--- config.mk ---
export PLATFORM = sky130hd
export DESIGN_NAME = osd_console_ctrl
export DESIGN_NICKNAME = d
export VERILOG_FILES = /design/src/rtl/osd_console_ctrl.sv
export SDC_FILE = /design/constraint.sdc
export NUM_CORES = 1
export LEC_CHECK = 0
export CORE_MARGIN = 2
export CORE_UTILIZATION = 40
export DETAILED_ROUTE_END_ITERATION = 7
export PLACE_DENSITY = 0.78
export SYNTH_ARGS = -nofsm -noshare
export SYNTH_HDL_FRONTEND = slang
export SYNTH_SLANG_ARGS = --single-unit
--- constraint.sdc ---
create_clock -name clk_pixel -period 5.5 [get_ports clk_pixel]
set_input_delay 1.1 -clock clk_pixel [delete_from_list [all_inputs] [get_ports clk_pixel]]
set_output_delay 1.1 -clock clk_pixel [all_outputs]
set_load 0.02 [all_outputs]
--- src/rtl/osd_console_ctrl.sv ---
// osd_console_ctrl: text console feeding the OSD tile map (CR/LF/BS/FF, wrap, scroll, clear).
// The tile-map write port is shared with SPI, which always wins; the controller stalls around it.
module osd_console_ctrl #(
    parameter int         c_chars_x   = 64,
    parameter int         c_chars_y   = 24,
    parameter int         c_addr_bits = 11,
    parameter logic [7:0] c_blank     = 8'h20
) (
    input  logic                         clk_pixel,
    input  logic                         rstn,
    input  logic [7:0]                   i_char,
    input  logic                         i_char_valid,
    output logic                         o_char_ready,
    input  logic                         i_spi_wr,
    input  logic [c_addr_bits-1:0]       i_spi_addr,
    input  logic [7:0]                   i_spi_data,
    output logic                         o_tm_wr,
    output logic [c_addr_bits-1:0]       o_tm_addr,
    output logic [7:0]                   o_tm_data,
    output logic [c_addr_bits-1:0]       o_tm_rd_addr,
    input  logic [7:0]                   i_tm_rd_data,
    output logic [$clog2(c_chars_x)-1:0] o_cursor_x,
    output logic [$clog2(c_chars_y)-1:0] o_cursor_y,
    output logic                         o_busy
);
    localparam int XW = $clog2(c_chars_x);
    localparam int YW = $clog2(c_chars_y);
    localparam logic [2:0] S_IDLE = 3'd0;
    localparam logic [2:0] S_EXEC = 3'd1;
    localparam logic [2:0] S_SRD  = 3'd2;
    localparam logic [2:0] S_SWR  = 3'd3;
    localparam logic [2:0] S_SCLR = 3'd4;
    localparam logic [2:0] S_CLR  = 3'd5;
    localparam logic [c_addr_bits-1:0] A_ROW  = c_addr_bits'(c_chars_x);
    localparam logic [c_addr_bits-1:0] A_LAST = c_addr_bits'(c_chars_x * c_chars_y - 1);
    localparam logic [c_addr_bits-1:0] A_LROW = c_addr_bits'(c_chars_x * (c_chars_y - 1));
    localparam logic [c_addr_bits-1:0] A_ONE  = c_addr_bits'(1);
    localparam logic [XW-1:0] X_MAX = XW'(c_chars_x - 1);
    localparam logic [YW-1:0] Y_MAX = YW'(c_chars_y - 1);

    logic [2:0]             state_q, state_d;
    logic [XW-1:0]          x_q, x_d;
    logic [YW-1:0]          y_q, y_d;
    logic [7:0]             ch_q, ch_d;
    logic [c_addr_bits-1:0] cnt_q, cnt_d, cur, wr_addr;
    logic [7:0]             wr_data;
    logic                   wr_en;

    assign cur = c_addr_bits'(y_q) * A_ROW + c_addr_bits'(x_q);

    always_comb begin
        state_d = state_q;
        x_d     = x_q;
        y_d     = y_q;
        ch_d    = ch_q;
        cnt_d   = cnt_q;
        wr_en   = 1'b0;
        wr_addr = cur;
        wr_data = c_blank;
        case (state_q)
            S_IDLE: begin
                if (i_char_valid) begin
                    ch_d    = i_char;
                    state_d = S_EXEC;
                end
            end
            S_EXEC: begin
                state_d = S_IDLE;
                if (ch_q == 8'h0D) begin
                    x_d = '0;
                end else if (ch_q == 8'h0C) begin
                    x_d     = '0;
                    y_d     = '0;
                    cnt_d   = '0;
                    state_d = S_CLR;
                end else if (ch_q == 8'h08) begin
                    if (x_q != '0) begin
                        wr_en   = 1'b1;
                        wr_addr = cur - A_ONE;
                        x_d     = x_q - XW'(1);
                    end
                end else begin
                    if (ch_q != 8'h0A) begin
                        wr_en   = 1'b1;
                        wr_data = ch_q;
                        x_d     = (x_q == X_MAX) ? '0 : x_q + XW'(1);
                    end
                    if (ch_q == 8'h0A || x_q == X_MAX) begin
                        if (y_q != Y_MAX) begin
                            y_d = y_q + YW'(1);
                        end else begin
                            cnt_d   = A_ROW;
                            state_d = S_SRD;
                        end
                    end
                end
            end
            S_SRD: state_d = S_SWR;
            S_SWR: begin
                wr_en   = 1'b1;
                wr_addr = cnt_q - A_ROW;
                wr_data = i_tm_rd_data;
                cnt_d   = (cnt_q == A_LAST) ? A_LROW : cnt_q + A_ONE;
                state_d = (cnt_q == A_LAST) ? S_SCLR : S_SRD;
            end
            S_SCLR, S_CLR: begin
                wr_en   = 1'b1;
                wr_addr = cnt_q;
                cnt_d   = cnt_q + A_ONE;
                state_d = (cnt_q == A_LAST) ? S_IDLE : state_q;
            end
            default: state_d = S_IDLE;
        endcase
    end

    // Any SPI strobe outside IDLE freezes the controller for that cycle, so each costs exactly one cycle.
    always_ff @(posedge clk_pixel) begin
        if (!rstn) begin
            state_q <= S_IDLE;
            x_q     <= '0;
            y_q     <= '0;
            ch_q    <= '0;
            cnt_q   <= '0;
        end else if (!(i_spi_wr && state_q != S_IDLE)) begin
            state_q <= state_d;
            x_q     <= x_d;
            y_q     <= y_d;
            ch_q    <= ch_d;
            cnt_q   <= cnt_d;
        end
    end

    assign o_char_ready = rstn && state_q == S_IDLE;
    assign o_tm_wr      = i_spi_wr || (wr_en && rstn);
    assign o_tm_addr    = i_spi_wr ? i_spi_addr : wr_addr;
    assign o_tm_data    = i_spi_wr ? i_spi_data : wr_data;
    assign o_tm_rd_addr = cnt_q;
    assign o_cursor_x   = x_q;
    assign o_cursor_y   = y_q;
    assign o_busy       = state_q inside {S_SRD, S_SWR, S_SCLR, S_CLR};
endmodule

Yosys cells after proc, flatten, opt, wreduce, memory -nomap -nowiden
Cells that the tools add are included.
- register bits after elaboration: 33
- word-level logic and storage cells: 99
- input port bits: 39
- output and inout bits: 44
- add/sub/neg operators: 7
- bitwise operators: 2
- muxes and demuxes: 44
- equality and inequality tests: 21
- reductions and logical operators: 20
- operators with widths (operator ; count):
    11-bit two-way mux ; 11
    11-bit one-hot mux with 3 select lines ; 2
    8-bit two-way mux ; 5
    6-bit two-way mux ; 6
    8-bit by 4-bit equality test with 1-bit output (second input constant) ; 4
    5-bit two-way mux ; 4
    8-bit one-hot mux with 2 select lines ; 1
    3-bit two-way mux ; 5
    3-bit one-hot mux with 5 select lines ; 1
    6-bit AND reduction ; 2
    11-bit by 1-bit adder with 11-bit output (second input constant) ; 1
    11-bit by 6-bit adder with 11-bit output ; 1
    11-bit equality test (second input constant) ; 1
    11-bit by 1-bit subtractor with 11-bit output (second input constant) ; 1
    11-bit by 7-bit subtractor with 11-bit output (second input constant) ; 1
    3-bit != test (second input constant) ; 3
    2-bit != test (second input constant) ; 4
    8-bit by 4-bit != test with 1-bit output (second input constant) ; 1
    4-bit nonzero test ; 2
    6-bit by 1-bit adder with 6-bit output (second input constant) ; 1
    3-bit by 2-bit equality test with 1-bit output (second input constant) ; 2
    3-bit equality test (second input constant) ; 2
    6-bit equality test (second input constant) ; 1
    2-bit two-way mux ; 3
    18 further kinds ; 29

Depth between registers and ports, before layout
- depth after elaboration: 8
- gate-level depth with buffers: 10
- depth with buffers taken out: 7

Worst setup path after synthesis
OpenSTA, ideal clock, no wires.
- kind: flip-flop to output port
- from: register state_q[1]
- to: output port o_tm_addr[3]
- arrival: 2205 ps
- path buffers: 3
- setup slack: 2195 ps
- required time: 4400 ps
- cell stages (with the launch flop): 11
- path through: dfxtp_1 -> buf_2 -> inv_1 -> ha_1 -> clkbuf_1 -> nand2b_1 -> clkbuf_1 -> nand2_1 -> o31ai_1 -> a22oi_1 -> o21ai_0
- longest elaborated chain between the ends: 4
- elaborated cells between the ends (all ways): 7
- those cells by class: eq/ne: 4; mux: 2; reduce/logical: 1
- RTL lines (what ; line ; text):
    start: declaration ; 41 ; logic [2:0] state_q, state_d;
    start signal: assignment ; 125 ; state_q <= state_d;
    3-bit equality test ; 60 ; case (state_q)
    2-bit OR reduction ; 60 ;
    11-bit one-hot mux with 3 select lines * ; 60 ;
    11-bit two-way mux * ; 135 ; assign o_tm_addr = i_spi_wr ? i_spi_addr : wr_addr;
    end: declaration ; 18 ; output logic [c_addr_bits-1:0] o_tm_addr,
Every way passes the cells marked *; elsewhere a longest branch is shown, timed or not.

Worst setup path in the final report
- from: input port i_spi_wr
- to: output port o_tm_addr[7]
- longest elaborated chain between the ends: 1
- RTL lines (what ; line ; text):
    start: declaration ; 14 ; input logic i_spi_wr,
    11-bit two-way mux ; 135 ;
No other way between the ends.

==> run_results.csv <==
group,metric,value,unit
outcome,status,"finished, final reports clean",
floorplanning,fp-row-count,31,
min_path,whs_path_depth,2,
grt,grt_start_max_net_pins,42,
min_path,hold_path.class,"reg2reg",
placed_design,hpwl,7330,um
clocking,clk_latency,300,ps
drt,postRouteAntennaNets,0,
placed_design,gp_congestion,0.972,
floorplanning,start_util,0.417,
clocking,clkSinkCount,33,
pwr,fin_total_pwr,0.736,mW
sta,final_max_slew_viol_count,0,
sta,clock_skew,15.0,ps
sta,rsz0062_at_grt,"false",
drt,drc_errors,0,
clocking,cts_inserted_buffers,5,
sta,worst_pin_slew,782,ps
sta,max_freq,233,MHz
min_path,min_to,"ch_q[3]",
drt,routed_wl,10100,um
worst_setup_path,arrival,3200,ps
floorplanning,pin_count,83,
sta,min_period_over_period,0.782,
logic_synthesis,synth.most_common_cell,"nand2_1",
final_layout,areaGrowthSynthToFinish,30.9,%
drt,routedWlPerCell,17.2,um
worst_setup_path,worstReg2RegStart,"state_q[0]",
clocking,cts-root-buf,"clkbuf_8",
worst_setup_path,cp_common_cell,"clkdlybuf4s50_1",
logic_synthesis,synthDistinctLibCells,71,
logic_synthesis,ys_ff_latch,33,
worst_setup_path,reg2reg_depth,5,
grt,grt_usage,0.235,
clocking,cts_tree,"yes",
floorplanning,die-area,0.00831,sq mm
sta,setup_viol,0,
floorplanning,die_y,91.2,um
pwr,leakage,1.36,nW
clocking,cts_setup_buffers,0,
worst_setup_path,max_stage_delay,630,ps
sta,finalCriticalPeriod,4300,ps
grt,grt_antenna_before_repair,0,
worst_setup_path,path_max_fanout,32,
sta,finalSetupTns,0,ps
drt,viasPerCell,6.03,
logic_synthesis,synth.area.top_cells,"dfxtp_1 (22%), nand2_1 (7.2%), a21oi_1 (5.8%), ha_1 (4.5%), o21ai_0 (4.0%)",
drt,dr.pass1.iters,5,
final_layout,antennaDiodeCount,0,
logic_synthesis,synth_common_cells,"nand2_1 (58), a21oi_1 (35), dfxtp_1 (33)",
worst_setup_path,cp_cell_sequence,"clkdlybuf4s50_1 > buf_4 > inv_1 > nand2_2 > o221ai_1 > clkdlybuf4s50_1",
worst_setup_path,critPathLaunch,"i_spi_wr",
placed_design,portBuffers,82,
clocking,h-tree-depth,2,
worst_setup_path,worstPathRequired,4400,ps
grt,grt_pass1_vias,3274,
sta,max_slew_margin,0.478,
logic_synthesis,netlist.area_leader.share,0.217,
clocking,cts_buffer_depth,2,
worst_setup_path,end_kind,"primary output",
final_layout,drive_gt1_frac,0.0616,
logic_synthesis,synth_cells,428,
clocking,ctsResizeCount,0,
drt,drt_iter0_markers,407,
logic_synthesis,ys.flop_type,"dfxtp_1",
clocking,holdBufCountCts,0,
logic_synthesis,synth_edf_count,0,
logic_synthesis,synth_nets,478,
job,drv_cap,0,
final_layout,nNetsFinal,536,
drt,num_vias,3531,
sta,hold_viol,0,
grt,grt-ovfl-total,0,
logic_synthesis,syn_area,0.00304,sq mm
logic_synthesis,avgSynthCellArea,7.10,sq um
worst_setup_path,timing.rr.end,"o_cursor_x[2]",
floorplanning,core_area,0.00729,sq mm
clocking,clk_pin_slew_worst_paths,70,ps
worst_setup_path,r2r_setup_slack,2890,ps
logic_synthesis,yosys_warnings,0,
grt,grt_pass1_wl,16200,um
worst_setup_path,cp_slowest_cell,"clkdlybuf4s50_1",
logic_synthesis,synth-async-reset-ratio,0,
pwr,powerDensity,185,mW/mm^2
floorplanning,die_w,91.2,um
worst_setup_path,critical_path_class,"in2out",
min_path,hp-start,"ch_q[3]",
worst_setup_path,cp-start-kind,"input port",
pwr,peakVddDrop,0.108,mV
logic_synthesis,seq_area_frac_synth,0.217,
logic_synthesis,yosysTopAreaCell,"dfxtp_1",
[worst max-delay path: cells and delay by family]
kind | cells | cell delay (ps)
AOI/OAI and AO/OA | 1 | 240
and+or+nand+nor | 1 | 190
buffers and inverters | 4 | 1660
[layout by cell type (no fill, tap or decap), types with 13 or more instances in the layout]
cell,netlist,layout
clkdlybuf4s50_1,0,82
nand2_1,58,58
a21oi_1,35,35
dfxtp_1,33,33
nor2_1,26,26
o21ai_0,24,24
nand3_1,21,21
inv_1,14,14
nor3_1,13,13
[through the flow]
step	cells	hold WS (ps)	util	setup slack, ps	cell area (sq um)
floorplan	428	466	-	2190	3040
global placement	578	501	0.530	1250	3860
detailed placement	578	509	0.530	1220	3860
CTS	586	519	0.546	1210	3980
global route	586	580	0.546	1050	3980
finish	586	517	0.546	1200	3980
[flip-flops by register name (all words and copies together), names as in the netlist]
signal and count:
ch_q 8, o_tm_rd_addr 11, o_cursor_y 5, o_cursor_x 6
state_q 3
[worst max path at each step]
| stage | endpoint |
|---|---|
| detailed placement | o_tm_addr[7] |
| CTS | o_tm_addr[7] |
| floorplan | o_tm_addr[3] |
| global placement | o_tm_addr[7] |
| finish | o_tm_addr[7] |
| global route | o_tm_addr[3] |
[power by group]
part	switching, mW	leakage (nW)	total (mW)	internal [mW]
combinational	0.120	1.04	0.219	0.0987
sequential	0.0190	0.268	0.265	0.246
clock	0.104	0.0585	0.252	0.148
[area by class of cell]
type | count | area (sq um)
well taps | 99 | 124
repair buffers | 85 | 843
multi-input cells | 347 | 2180
fillers | 718 | 3310
clock buffers | 7 | 86.3
flip-flops and latches | 33 | 661
inverters | 14 | 52.6
clock inverters | 1 | 30.0
[routing by layer]
| metal | wire, um | track usage | up-vias |
|---|---|---|---|
| met3 | 703 | 0.0440 | 23 |
| met5 | 0 | 0 | - |
| li1 | - | - | 1695 |
| met2 | 4690 | 0.373 | 153 |
| met1 | 4440 | 0.317 | 1660 |
| met4 | 256 | 0.0884 | 0 |
[cells by family after synthesis]
kind of cell | share of synthesized area
fa+ha+maj | 0.0453
compound gates | 0.316
buf+inv | 0.0646
simple gates | 0.339
flops | 0.217
xor+xnor | 0.0144
mux | 0.00329
No activity file was read; power rests on OpenSTA's default activity.
